<file path="config.mk">
export PLATFORM = sky130hd
export DESIGN_NAME = hamming_decoder_pipe
export DESIGN_NICKNAME = d
export VERILOG_FILES = /design/src/rtl/hamming_decoder_pipe.sv
export SDC_FILE = /design/constraint.sdc
export NUM_CORES = 1
export LEC_CHECK = 0
export CORE_MARGIN = 3
export CORE_UTILIZATION = 40
export DETAILED_ROUTE_END_ITERATION = 7
export GPL_TIMING_DRIVEN = 1
export PLACE_DENSITY = 0.79
export SLEW_MARGIN = 25
export SYNTH_ARGS = -nofsm -noshare
export SYNTH_HDL_FRONTEND = slang
export SYNTH_SLANG_ARGS = --single-unit
</file>
<file path="constraint.sdc">
create_clock -name clk -period 1 [get_ports clk]
set_input_delay 0.1 -clock clk [delete_from_list [all_inputs] [get_ports clk]]
set_output_delay 0.1 -clock clk [all_outputs]
set_load 0.01 [all_outputs]
</file>
<file path="src/rtl/hamming_decoder_pipe.sv">
// Streaming Hamming(7,4) single-error-correcting decoder with a 2-stage valid/ready pipeline.
// Optional saturating statistics counters are compiled in with `define HAMMING_DEC_STATS_EN.
module hamming_decoder_pipe #(
  parameter int unsigned CNT_W = 16
) (
  input  logic             clk,
  input  logic             rst_n,
  input  logic             in_valid,
  output logic             in_ready,
  input  logic [6:0]       in_codeword,
  output logic             out_valid,
  input  logic             out_ready,
  output logic [3:0]       out_message,
  output logic             out_corrected,
  output logic [2:0]       out_err_pos
`ifdef HAMMING_DEC_STATS_EN
  ,
  input  logic             stat_clr,
  output logic [CNT_W-1:0] stat_words,
  output logic [CNT_W-1:0] stat_corrected
`endif
);

  function automatic logic [2:0] syndrome_of(input logic [6:0] cw);
    logic s1, s2, s4;
    s1 = cw[0] ^ cw[2] ^ cw[4] ^ cw[6];
    s2 = cw[1] ^ cw[2] ^ cw[5] ^ cw[6];
    s4 = cw[3] ^ cw[4] ^ cw[5] ^ cw[6];
    return {s4, s2, s1};
  endfunction

  function automatic logic [CNT_W-1:0] sat_inc(input logic [CNT_W-1:0] v);
    return (&v) ? v : v + CNT_W'(1);
  endfunction

  logic       adv1, adv2;
  logic       vld_p1_q, vld_p1_d;
  logic [6:0] cw_p1_q, cw_p1_d;
  logic [2:0] syn_p1_q, syn_p1_d;
  logic       vld_p2_q, vld_p2_d;
  logic [3:0] msg_p2_q, msg_p2_d;
  logic       corr_p2_q, corr_p2_d;
  logic [2:0] pos_p2_q, pos_p2_d;
  logic [7:0] flip_mask;
  logic [6:0] fixed_cw;

  always_comb begin
    adv2 = !vld_p2_q || out_ready;
    adv1 = !vld_p1_q || adv2;

    // Stage 1: capture codeword and syndrome
    vld_p1_d = vld_p1_q;
    cw_p1_d  = cw_p1_q;
    syn_p1_d = syn_p1_q;
    if (adv1) begin
      vld_p1_d = in_valid;
      if (in_valid) begin
        cw_p1_d  = in_codeword;
        syn_p1_d = syndrome_of(in_codeword);
      end
    end

    // Stage 2: correct and extract; syndrome 0 shifts the flip bit out of the used range
    flip_mask = 8'b1 << syn_p1_q;
    fixed_cw  = cw_p1_q ^ flip_mask[7:1];
    vld_p2_d  = vld_p2_q;
    msg_p2_d  = msg_p2_q;
    corr_p2_d = corr_p2_q;
    pos_p2_d  = pos_p2_q;
    if (adv2) begin
      vld_p2_d = vld_p1_q;
      if (vld_p1_q) begin
        msg_p2_d  = {fixed_cw[6], fixed_cw[5], fixed_cw[4], fixed_cw[2]};
        corr_p2_d = (syn_p1_q != 3'd0);
        pos_p2_d  = syn_p1_q;
      end
    end
  end

  always_ff @(posedge clk or negedge rst_n) begin
    if (!rst_n) begin
      vld_p1_q  <= 1'b0;
      vld_p2_q  <= 1'b0;
      msg_p2_q  <= '0;
      corr_p2_q <= 1'b0;
      pos_p2_q  <= '0;
    end else begin
      vld_p1_q  <= vld_p1_d;
      vld_p2_q  <= vld_p2_d;
      msg_p2_q  <= msg_p2_d;
      corr_p2_q <= corr_p2_d;
      pos_p2_q  <= pos_p2_d;
    end
  end

  // Stage-1 data may hold stale values while invalid, so it carries no reset
  always_ff @(posedge clk) begin
    cw_p1_q  <= cw_p1_d;
    syn_p1_q <= syn_p1_d;
  end

  assign in_ready      = adv1;
  assign out_valid     = vld_p2_q;
  assign out_message   = msg_p2_q;
  assign out_corrected = corr_p2_q;
  assign out_err_pos   = pos_p2_q;

`ifdef HAMMING_DEC_STATS_EN
  logic [CNT_W-1:0] words_q, words_d;
  logic [CNT_W-1:0] corr_cnt_q, corr_cnt_d;

  always_comb begin
    words_d    = words_q;
    corr_cnt_d = corr_cnt_q;
    if (stat_clr) begin
      words_d    = '0;
      corr_cnt_d = '0;
    end else if (vld_p2_q && out_ready) begin
      words_d = sat_inc(words_q);
      if (corr_p2_q) corr_cnt_d = sat_inc(corr_cnt_q);
    end
  end

  always_ff @(posedge clk or negedge rst_n) begin
    if (!rst_n) begin
      words_q    <= '0;
      corr_cnt_q <= '0;
    end else begin
      words_q    <= words_d;
      corr_cnt_q <= corr_cnt_d;
    end
  end

  assign stat_words     = words_q;
  assign stat_corrected = corr_cnt_q;
`endif

endmodule
</file>
* After elaboration in Yosys (flattened, before gate mapping)
Cells that the tools add are included.
** Word-level totals
- Register bits after elaboration :: 20
- Input port bits :: 11
- Output and inout bits :: 10
- Logic and storage cells :: 25
** Operators by class
- Shifts and indexed selects :: 1
- Bitwise logic cells :: 10
- Reductions and logical operators :: 7
** Operators by type and width (count)
- XOR 1 bit :: 9
- << shifter 1 x 3 -> 8 bit, first input constant :: 1
- XOR 7 bit :: 1
- AND reduction 2 bit :: 2
- nonzero test 3 bit :: 1
- zero test 1 bit :: 2
- logical OR 1 bit :: 2

* Longest topological paths before layout
- Depth in word-level cells :: 4
- Gate-level depth with buffers :: 3
- Depth with buffers taken out :: 3

* Least setup slack after synthesis
OpenSTA, ideal clock, no wires.
- Path type :: register to register
- Start :: register vld_p2_q (netlist: out_valid)
- End :: register cw_p1_q[2], enable pin
- Library setup time :: 326 ps
- Arrival time :: 897 ps
- Data required time :: 674 ps
- Path slack :: -223 ps
- Stages on the path, launching flop included :: 3
- Buffers on the path :: 0
- Clock period less this slack :: 1223 ps
- Cells stage by stage :: dfrtp_1 nand3b_1 and2_1
** Between the ends
- Cells in the longest elaborated chain, start to end :: 4
** Ends and longest elaborated chain
- start: declaration :: RTL line 40 : logic vld_p2_q, vld_p2_d;
- start signal: assignment :: RTL line 89 : vld_p2_q <= vld_p2_d;
- zero test 1 bit :: RTL line 48 : adv2 = !vld_p2_q || out_ready;
- logical OR 1 bit :: RTL line 48
- logical OR 1 bit :: RTL line 49 : adv1 = !vld_p1_q || adv2;
- via in_ready :: RTL line 9 : output logic in_ready,
- AND reduction 2 bit (no line)
- end signal: assignment :: RTL line 98 : cw_p1_q <= cw_p1_d;
- end: declaration :: RTL line 38 : logic [6:0] cw_p1_q, cw_p1_d;
The timed path passes the listed nets, and every way through them passes these cells.
A chain may end at the register's enable or synchronous reset.

* Worst setup path after layout
- Start :: register syn_p1_q[0]
- End :: register msg_p2_q[2] (netlist: out_message[2])
** Between the ends
- Cells in the longest elaborated chain, start to end :: 2
** Ends and longest elaborated chain
- start: declaration :: RTL line 39 : logic [2:0] syn_p1_q, syn_p1_d;
- start signal: assignment :: RTL line 99 : syn_p1_q <= syn_p1_d;
- << shifter 1 x 3 -> 8 bit :: RTL line 64 : flip_mask = 8'b1 << syn_p1_q;
- XOR 7 bit :: RTL line 65 : fixed_cw = cw_p1_q ^ flip_mask[7:1];
- end signal: assignment :: RTL line 90 : msg_p2_q <= msg_p2_d;
- end: declaration :: RTL line 41 : logic [3:0] msg_p2_q, msg_p2_d;
No other way between the ends.

==> reports/qor.yml <==
detailed_routing:
  wl_per_cell_um: 12.0
  dr.pass1.iters: 4
  drc_errors: 0
  route.vias.total: 516
  drtIter0Drc: 1
  vias_per_cell: 4.57
  wl_um: 1350
  antenna_left: 0
clock_network:
  clock_sinks: 17
  cts_made_buffers: 3
  insertion_delay_ns: 0.29
  cts_buffer_depth: 2
  hold_buffers: 0
  cts_root_buffer: "clkbuf_4"
  clk_pin_slew_ns: 0.09
  cts_tree: "yes"
  cts.htree.levels: 1
setup_path:
  critPathMaxStageDelay_ns: 0.45
  critPathTopFamily: "flip-flops"
  ff2ff_path_depth: 3
  cp_num_buf_inv: 0
  end_kind: "flop"
  crit_cells: 3
  reg2reg_to: "out_message[2]$_DFFE_PN0P_"
  path_max_fanout: 4
  critical-path-slowest-cell: "edfxtp_1"
  rr_startpoint: "syn_p1_q[0]$_DFFE_PP_"
  critical_path_required_ns: 1.18
  crit_path_start: "syn_p1_q[0]$_DFFE_PP_"
  cp_cell_sequence: "nand3b_1 -> xnor2_1 -> mux2_2"
  worstSetupPathType: "flop to flop"
  startpoint_type: "flop"
  arrival_ns: 1.34
  r2r_slack_ns: -0.16
synth:
  syn_area_sq_um: 734
  yosysTopAreaCell: "dfrtp_1"
  synthArstFlopShare_pct: 58.8
  ys.flop_type: "dfrtp_1"
  synth_edf_count: 7
  syn-num-nets: 60
  synthDistinctLibCells: 14
  synth_top_cells_by_area: "dfrtp_1 34%, edfxtp_1 29%, xnor2_1 12%, mux2_2 11%, nand3b_1 4.1%"
  synth.top_cells.by_count: "10 x dfrtp_1, 10 x xnor2_1, 7 x edfxtp_1, 7 x mux2_2, 4 x nand3b_1"
  yosys_warnings: 0
  synth-seq-area-share_pct: 62.7
  syn-mean-instance-area_sq_um: 15.0
  yosysTopAreaCellShare_pct: 34.1
  synthCells: 49
  ys_ff_latch: 17
placed_design:
  place_hpwl_um: 1040
  port_buffers: 20
  place_congestion: 0.703
  place_ws_ns: -0.338
status:
  violations: "negative setup slack"
  status: "finished, violations left"
hold_path:
  min_path_type: "input pin to asynchronous set/reset pin"
layout:
  multi_input_area_sq_um: 294
  fillers: 138
  drive_above_1_share_pct: 46.1
  fin_nets: 101
  diodes: 0
  syn_to_final_growth_pct: 49.6
  regArea_sq_um: 460
power:
  irDropWorstVdd_v: 0.000830
  p_leak_nw: 0.454
  power.density_nw_per_um2: 1640
global_route:
  grt_pass1_vias: 588
  antenna_found_initial: 0
  grt_pass1_wl_um: 2420
  grt-ovfl-total: 0
  grt_max_degree: 11
  grtUsageTotal_pct: 13.2
floorplan:
  initial_core_util_pct: 45.6
  rows: 14
  die_w_um: 48.9
  io_pins: 21
  coreArea_sq_um: 1610
  die_y_um: 48.9
  dieArea_sq_um: 2390
timing:
  tightest_slew_ns: 0.283
  relSlewSlack_pct: 81.1
  max_freq_mhz: 861
  slew_violations: 0
  fin_skew_ns: 0.00120
  hold_viol_final: 0
  rsz0062_at_grt: "yes"
  final.setup.worst_slack_ns: -0.161
  finalCritPeriodShare_pct: 116
  hold_ws_ns: 0.0962
  setup_violations: 17
  finalCriticalPeriod_ns: 1.16
job:
  cap_violations: 0
## sequential cells by signal (all words and copies together), names as in the netlist
signal	count
out_message	4
syn_p1_q	3
cw_p1_q	4
out_corrected	1
vld_p1_q	1
out_err_pos	3
out_valid	1
## layout by cell type, fill, tap and decap left out, drive strengths merged, types with 2 or more instances in the layout
cell type      netlist  routed
xor2                 2       2
xnor2               10      10
clkbuf               0       4
edfxtp               7       7
mux2                 7       7
nand2b               3       3
dfrtp               10      10
clkdlybuf4s50        0      10
nand3b               4       4
buf                  0      26
## per-stage QoR
stage | cells | utilization (%) | power (mW) | area (sq um) | TNS, ns
after CTS | 112 | 67.5 | 1.81 | 1090 | -1.56
after global routing | 113 | 68.2 | 1.91 | 1100 | -2.43
final | 113 | 68.2 | 1.80 | 1100 | -1.51
after detailed placement | 104 | 65.1 | 1.46 | 1050 | -5.51
after floorplan | 49 | - | 1.14 | 737 | -1.53
after global placement | 104 | 65.1 | 1.44 | 1050 | -5.17
## how the worst max path moves through the flow
| stage | endpoint | slack, ns |
|---|---|---|
| 3_5_place_dp | in_ready | -0.34 |
| 5_1_grt | out_message[1]$_DFFE_PN0P_ | -0.20 |
| 3_3_place_gp | in_ready | -0.34 |
| 6_report | out_message[2]$_DFFE_PN0P_ | -0.16 |
| 4_1_cts | out_message[2]$_DFFE_PN0P_ | -0.16 |
| 2_1_floorplan | cw_p1_q[2]$_DFFE_PP_ | -0.12 |
## kinds of logic (layout without fill, tap and decap cells)
group	after synthesis	in the layout	synth area share, %
buffers and inverters	0	40	0
multiplexers	7	7	10.7
flip-flops	17	17	62.7
XOR/XNOR	12	12	14.3
AND/OR/NAND/NOR	11	11	10.7
AO/OA/AOI/OAI	2	2	1.53
## final cells by class
cell class | instances | area share (%)
Clock buffer | 4 | 2.39
Multi-Input combinational cell | 32 | 26.8
Sequential cell | 17 | 41.9
Tap cell | 24 | 2.73
Timing Repair Buffer | 36 | 26.2
## worst reg2reg max path: stages, from the launching register on
cell and delay, ns:
edfxtp_1 0.45, nand3b_1 0.21, xnor2_1 0.14, mux2_2 0.26
## where the power goes
group          leakage [nW]  internal [mW]  switching (mW)
Combinational         0.259          0.321           0.215
Clock                0.0150          0.155           0.207
Sequential            0.180          0.847          0.0557
## layer usage
layer  routed length [um]  share of wire [%]  GRT usage [%]  up-vias
met3                   88                6.5           4.28        3
met4                   29                2.1           7.58        0
met1                  510                 38           13.0      240
met2                  725                 54           24.0       20
li1                     -                  -              -      253
met5                    0                  0              0        -
## what timing repair did
item / in CTS / in global routing
pin swaps: 4 / 4
buffers inserted: 4 / 2
gates resized for setup: 47 / 1
setup endpoints to repair: 25 / 17
No activity file was read; power rests on OpenSTA's default activity.
